### src/rtl/vga_timing_gen.sv
// VGA raster timing generator: sync, display enable, raw pixel coordinates and
// line/frame/game-tick strobes. Define VGA_GAME_TICK_EN to include the game-tick divider.
module vga_timing_gen #(
    parameter int H_ACTIVE = 640,
    parameter int H_FP     = 16,
    parameter int H_SYNC   = 96,
    parameter int H_BP     = 48,
    parameter int V_ACTIVE = 480,
    parameter int V_FP     = 10,
    parameter int V_SYNC   = 2,
    parameter int V_BP     = 33,
    parameter bit HS_POL   = 1'b0,
    parameter bit VS_POL   = 1'b0,
    parameter int CW       = 10,
    parameter int TICK_DIV = 2
) (
    input  logic          clk,
    input  logic          rst_n,
    input  logic          pix_ce,
    output logic          hsync,
    output logic          vsync,
    output logic          de,
    output logic [CW-1:0] x,
    output logic [CW-1:0] y,
    output logic          line_start,
    output logic          frame_start,
    output logic          game_tick
);

    localparam int H_TOTAL = H_ACTIVE + H_FP + H_SYNC + H_BP;
    localparam int V_TOTAL = V_ACTIVE + V_FP + V_SYNC + V_BP;

    localparam logic [CW-1:0] H_LAST   = CW'(H_TOTAL - 1);
    localparam logic [CW-1:0] V_LAST   = CW'(V_TOTAL - 1);
    localparam logic [CW-1:0] H_ACT    = CW'(H_ACTIVE);
    localparam logic [CW-1:0] V_ACT    = CW'(V_ACTIVE);
    localparam logic [CW-1:0] HS_START = CW'(H_ACTIVE + H_FP);
    localparam logic [CW-1:0] HS_END   = CW'(H_ACTIVE + H_FP + H_SYNC);
    localparam logic [CW-1:0] VS_START = CW'(V_ACTIVE + V_FP);
    localparam logic [CW-1:0] VS_END   = CW'(V_ACTIVE + V_FP + V_SYNC);

    if ((2 ** CW) <= H_TOTAL) begin : g_bad_h
        $error("vga_timing_gen: CW too small for H_TOTAL");
    end
    if ((2 ** CW) <= V_TOTAL) begin : g_bad_v
        $error("vga_timing_gen: CW too small for V_TOTAL");
    end

    logic [CW-1:0] x_q, x_d, y_q, y_d;
    logic [CW-1:0] x_nx, y_nx;
    logic          x_wrap, y_wrap;
    logic          hsync_q, hsync_d, vsync_q, vsync_d, de_q, de_d;
    logic          line_start_q, line_start_d, frame_start_q, frame_start_d;

    // All outputs are computed from the next coordinate so they register with it.
    always_comb begin
        x_wrap        = (x_q == H_LAST);
        y_wrap        = (y_q == V_LAST);
        x_nx          = x_wrap ? '0 : x_q + 1'b1;
        y_nx          = x_wrap ? (y_wrap ? '0 : y_q + 1'b1) : y_q;
        x_d           = x_q;
        y_d           = y_q;
        hsync_d       = hsync_q;
        vsync_d       = vsync_q;
        de_d          = de_q;
        line_start_d  = 1'b0;
        frame_start_d = 1'b0;
        if (pix_ce) begin
            x_d           = x_nx;
            y_d           = y_nx;
            hsync_d       = ((x_nx >= HS_START) && (x_nx < HS_END)) ? HS_POL : ~HS_POL;
            vsync_d       = ((y_nx >= VS_START) && (y_nx < VS_END)) ? VS_POL : ~VS_POL;
            de_d          = (x_nx < H_ACT) && (y_nx < V_ACT);
            line_start_d  = x_wrap;
            frame_start_d = x_wrap && y_wrap;
        end
    end

    // Reset parks the raster on the last blanking pixel so the first enable lands on (0,0).
    always_ff @(posedge clk or negedge rst_n) begin
        if (!rst_n) begin
            x_q           <= H_LAST;
            y_q           <= V_LAST;
            hsync_q       <= ~HS_POL;
            vsync_q       <= ~VS_POL;
            de_q          <= 1'b0;
            line_start_q  <= 1'b0;
            frame_start_q <= 1'b0;
        end else begin
            x_q           <= x_d;
            y_q           <= y_d;
            hsync_q       <= hsync_d;
            vsync_q       <= vsync_d;
            de_q          <= de_d;
            line_start_q  <= line_start_d;
            frame_start_q <= frame_start_d;
        end
    end

`ifdef VGA_GAME_TICK_EN
    if (TICK_DIV < 1) begin : g_bad_div
        $error("vga_timing_gen: TICK_DIV must be at least 1");
    end

    localparam int            FW    = (TICK_DIV > 1) ? $clog2(TICK_DIV) : 1;
    localparam logic [FW-1:0] FLAST = FW'(TICK_DIV - 1);

    logic [FW-1:0] fcnt_q, fcnt_d;
    logic          game_tick_q, game_tick_d;

    always_comb begin
        fcnt_d      = fcnt_q;
        game_tick_d = 1'b0;
        if (frame_start_d) begin
            if (fcnt_q == FLAST) begin
                fcnt_d      = '0;
                game_tick_d = 1'b1;
            end else begin
                fcnt_d = fcnt_q + 1'b1;
            end
        end
    end

    always_ff @(posedge clk or negedge rst_n) begin
        if (!rst_n) begin
            fcnt_q      <= FLAST;
            game_tick_q <= 1'b0;
        end else begin
            fcnt_q      <= fcnt_d;
            game_tick_q <= game_tick_d;
        end
    end

    assign game_tick = game_tick_q;
`else
    assign game_tick = 1'b0;
`endif

    assign x           = x_q;
    assign y           = y_q;
    assign hsync       = hsync_q;
    assign vsync       = vsync_q;
    assign de          = de_q;
    assign line_start  = line_start_q;
    assign frame_start = frame_start_q;

endmodule

### config.mk
export PLATFORM = sky130hd
export DESIGN_NAME = vga_timing_gen
export DESIGN_NICKNAME = d
export VERILOG_FILES = /design/src/rtl/vga_timing_gen.sv
export SDC_FILE = /design/constraint.sdc
export NUM_CORES = 1
export LEC_CHECK = 0
export ABC_AREA = 1
export BUFFER_PORTS_ARGS = -buffer_cell sky130_fd_sc_hd__buf_2
export CORE_UTILIZATION = 50
export DETAILED_ROUTE_END_ITERATION = 7
export PLACE_DENSITY = 0.75
export SYNTH_ARGS = -nofsm -noshare
export SYNTH_HDL_FRONTEND = slang
export SYNTH_SLANG_ARGS = --single-unit
### constraint.sdc
create_clock -name clk -period 1.8 [get_ports clk]
set_input_delay 0 -clock clk [delete_from_list [all_inputs] [get_ports clk]]
set_output_delay 0 -clock clk [all_outputs]
set_load 0.02 [all_outputs]
* Word level (Yosys, flattened, before mapping)
Cells that the tools add are included.
** Storage, ports and cells
- Bits in registers :: 25
- Input port bits :: 3
- Word-level logic and storage cells :: 28
** Operators by class
- $add $sub $neg :: 2
- Magnitude comparators :: 6
- Equal/unequal tests :: 2
- Multiplexer cells :: 7
- Reduce and logical (&&, ||, !) cells :: 4
** Operators with widths (count)
- $mux 10 :: 3
- $add 10x1->10 const B :: 2
- $eq 10x10->1 const B :: 2
- $lt 10x10->1 const B :: 2
- $lt 10x9->1 const B :: 2
- $ge 10x10->1 const B :: 1
- $ge 10x9->1 const B :: 1
- $logic_and 1x1->1 :: 4
- $mux 1 :: 4

* Depth between registers and ports, before layout
- Depth after elaboration :: 6
- Depth in mapped cells :: 13
- Mapped depth without buffers :: 13

* Worst setup path after synthesis
No wires, ideal clock.
- Path kind :: reg-to-reg
- Start point :: register x_q[1] (netlist: x[1])
- End point :: register de_q (netlist: de)
- Setup time :: 117 ps
- Arrival :: 1660 ps
- Data required time :: 1683 ps
- Slack :: 23 ps
- Stages on the path, launching flop included :: 10
- Path buffers :: 0
- Path through :: dfstp_2 ha_1 nand2_2 nor2_8 nand3_4 nor2_1 xor2_1 nand3_1 nand2_1 nand2_1
** On the way
- Cells in the longest elaborated chain, start to end :: 4
** RTL lines
- start, declared :: RTL line 49 : logic [CW-1:0] x_q, x_d, y_q, y_d;
- start signal, assigned :: RTL line 82 : x_q <= H_LAST;
- start signal, assigned :: RTL line 90 : x_q <= x_d;
- $add 10x1->10 / $eq 10x10->1 (equally long branches) :: RTL line 59, 57
- $mux 10, on equally long branches :: RTL line 59, 60
- $lt 10x10->1 / $lt 10x9->1 (equally long branches) :: RTL line 73 : de_d = (x_nx < H_ACT) && (y_nx < V_ACT);
- $logic_and 1x1->1 * :: RTL line 73
- end signal, assigned :: RTL line 86 : de_q <= 1'b0;
- end signal, assigned :: RTL line 94 : de_q <= de_d;
- end, declared :: RTL line 52 : logic hsync_q, hsync_d, vsync_q, vsync_d, de_q, de_d;
Every way passes the cells marked *; elsewhere a longest branch is shown, timed or not.
A chain may end at the register's enable or synchronous reset.

* Final worst setup path
- Start point :: register x_q[1] (netlist: x[1])
- End point :: register y_q[0] (netlist: y[0])
** On the way
- Cells in the longest elaborated chain, start to end :: 2
** RTL lines
- $eq 10x10->1 :: RTL line 57 : x_wrap = (x_q == H_LAST);
- $mux 10 :: RTL line 60 : y_nx = x_wrap ? (y_wrap ? '0 : y_q + 1'b1) : y_q;
- end signal, assigned :: RTL line 91 : y_q <= y_d;
- end, declared :: RTL line 49
No other way between the ends.

==> impl_metrics.tcl <==
set metrics [dict create \
    status "complete, no violations" \
    synth_seq_area_share_pct 38.2 \
    min_path_cells 3 \
    detail_route.iter0.violations 81 \
    die_height_um 59.9 \
    synth.top_cells.by_count "75 x nand2_1, 30 x inv_1, 28 x nor2_1" \
    layout_worst_path_cycle_share_pct 98.7 \
    h_tree_levels 1 \
    nets 285 \
    hp-start "pix_ce" \
    post_synth_instance_area_mm2 0.00168 \
    die_w_um 59.9 \
    gp_congestion 0.898 \
    numClockSinks 25 \
    hold_violations 0 \
    route.detailed.wl_per_inst_um 11.9 \
    final_period_minus_worst_setup_slack_ps 1780 \
    clk_root_buffer_cell "clkbuf_4" \
    synth.avg_cell_area_um2 7.07 \
    layout.core_utilization_pct 65.4 \
    post_cts_clock_slew_at_the_launch_and_capture_registers_of_the_worst_setup_and_hold_paths_ps 140 \
    tritoncts "built" \
    drt_pass1_iterations 4 \
    timing.clock.skew_ps 4.42 \
    synth_simple_gate_area_share_pct 39.7 \
    synth_largest_area_cell "dfrtp_1" \
    grt_setup_unrepaired "true" \
    vias_per_cell 4.98 \
    antenna_cells 0 \
    final_cells 321 \
    synth-warning-count 0 \
    placement.io_buffers 27 \
    cp_data_arrival_time_ps 2040 \
    top_ff_cell_synth "dfrtp_1" \
    placedCellCount 313 \
    synth_largest_type_area_fraction_pct 19.4 \
    drt_wl_total_mm 3.83 \
    grt-ovfl-total 0 \
    max_cap_viol_count 0 \
    tritoncts.num_buffers 3 \
    postSynth.asyncResetShare_pct 100 \
    largest_cells_by_area_after_synthesis "dfrtp_1 19%, dfstp_2 19%, nand2_1 17%" \
    worst_setup_sp_type "flip-flop" \
    post_route_cells_drive_above_1_share_pct 28.9 \
    timing.hold.worst.class "in2reg" \
    dp.final_hpwl_mm 2.83 \
    peakVddDrop_v 0.000352 \
    crit_path_max_fanout 8 \
    whs_endpoint "x[1]" \
    io_pins 29 \
    worstReg2RegStart "x[1]" \
    synth-edff-count 0 \
    yosys.area_share.adder_pct 2.99 \
    synth_top_family_by_area "simple AND/OR/NAND/NOR gates" \
    cts-root-to-sink-buffers 2 \
    slew_viol_final 0 \
    post_synth_xor_area_fraction_pct 2.09 \
    grt_start_max_net_pins 26 \
    synth.distinct_cells 29 \
    timing.rr.end "y[0]" \
    critPathKind "reg2reg" \
    area.growth.synth_to_final_pct 22.0 \
    static-leakage-power_uw 0.00107 \
    ant_nets 0 \
    setup_viol_count_final 0 \
    max_freq_mhz 563 \
    synth_mux_area_share_pct 0 \
    worst_pin_slew_ps 544 \
    first_global_vias 1406 \
    worst_slew_margin_rel_pct 63.7 \
    grt.total_usage_pct 23.5 \
    synth_compound_area_share_pct 7.54 \
    antenna_found_initial 0 \
    clkLatencyLatePin_ps 330 \
    worstRegToRegCells 8 \
    fin_tns_setup_ps 0 \
    grt_pass1_wl_mm 6.31 \
    dr_total_vias 1600 \
    flops_latches_synth 25 \
    synthCells 237 \
    floorplan_core_area_mm2 0.00313 \
    num-fill-cells 281 \
    drc 0 \
    critical_path.endpoint_type "flip-flop" \
    worst-endpoint-required_ps 2060 \
    floorplan.initialDensity_pct 53.6 \
    die_area_mm2 0.00359 \
    p_per_area_mw_per_mm2 961 \
    syn_nets 244 \
    row_count 20 \
    rrSetupSlack_ps 20 \
    synthMostInstantiatedCell "nand2_1" \
]
[layer usage]
metal | share of wire [%] | up-vias | wire length (um) | track usage, %
li1 | - | 825 | - | -
met1 | 50 | 733 | 1900 | 34.6
met3 | 3.3 | 9 | 127 | 2.60
met5 | 0 | - | 0 | 0
met2 | 44 | 33 | 1700 | 35.1
met4 | 2.4 | 0 | 92 | 9.30
[cell usage in the layout (no fill, tap or decap), drive strengths merged]
master	netlist	final
o21ai	16	16
nand2	79	79
conb	1	1
xor2	4	4
inv	31	31
nand4	8	8
o21a	1	1
dfstp	12	12
clkbuf	2	4
dlygate4sd3	0	1
dfrtp	13	13
nor2	32	32
or2	3	3
o2111ai	1	1
buf	4	41
a21oi	3	3
o21bai	2	2
ha	4	4
nand3	21	21
[critical path: stages (launching register included)]
cell	delay [ps]
dfstp_2	580
ha_4	150
nand2_4	70
nor2_8	150
nand3_4	150
buf_6	170
nor2_1	260
nand3_1	100
o21ai_0	80
[worst max path at each step]
stage	cells after the start	startpoint	slack, ps	endpoint
floorplan	9	x[1]	20	de
global placement	9	x[0]	-20	de
detailed placement	9	x[0]	-40	de
CTS	9	x[0]	0.9	de
global route	8	x[1]	-80	y[0]
finish	8	x[1]	20	y[0]
[flip-flops by register name (all words and copies together) (netlist names)]
register / cells
hsync: 1
vsync: 1
frame_start: 1
x: 10
y: 10
line_start: 1
de: 1
[report_power, final]
group,switching (uW),internal (uW)
Clock,174,87.1
Sequential,151,720
Combinational,534,300
[metrics by stage]
step           power, uW  setup slack [ps]  hold WS [ps]  cell area (um2)
5_1_grt             2110             -84.1          43.6             2050
6_report            1970              22.8          22.3             2050
2_1_floorplan       1390              23.5          -296             1680
3_5_place_dp        1660             -41.2          23.7             1910
4_1_cts             1940             0.874          13.3             1960
3_3_place_gp        1650             -16.4          16.5             1910
[cells by family (layout without fill, tap and decap cells)]
family | after synthesis | count (layout)
adder cells (fa/ha/maj) | 4 | 4
AND/OR/NAND/NOR | 143 | 143
buffers and inverters | 37 | 77
AO/OA/AOI/OAI | 23 | 23
flip-flops | 25 | 25
other | 1 | 1
XOR/XNOR | 4 | 4
[cell type report]
cell class                 count  area, um2  share of cell area [%]
sequential                    25        642                    31.4
inverter                      31        116                    5.69
multi-input combinational    175        952                    46.5
clock buffer                   4       26.3                    1.28
tap                           44       55.1                    2.69
timing repair buffer          42        254                    12.4
[timing repair]
action                     CTS  global route
resized for setup            1            16
hold endpoints to repair    17             0
pin swaps                    3             8
setup buffers                2             1
hold buffers                 1             0
setup endpoints to repair    5             8
Power figures use the tool's default switching activity.
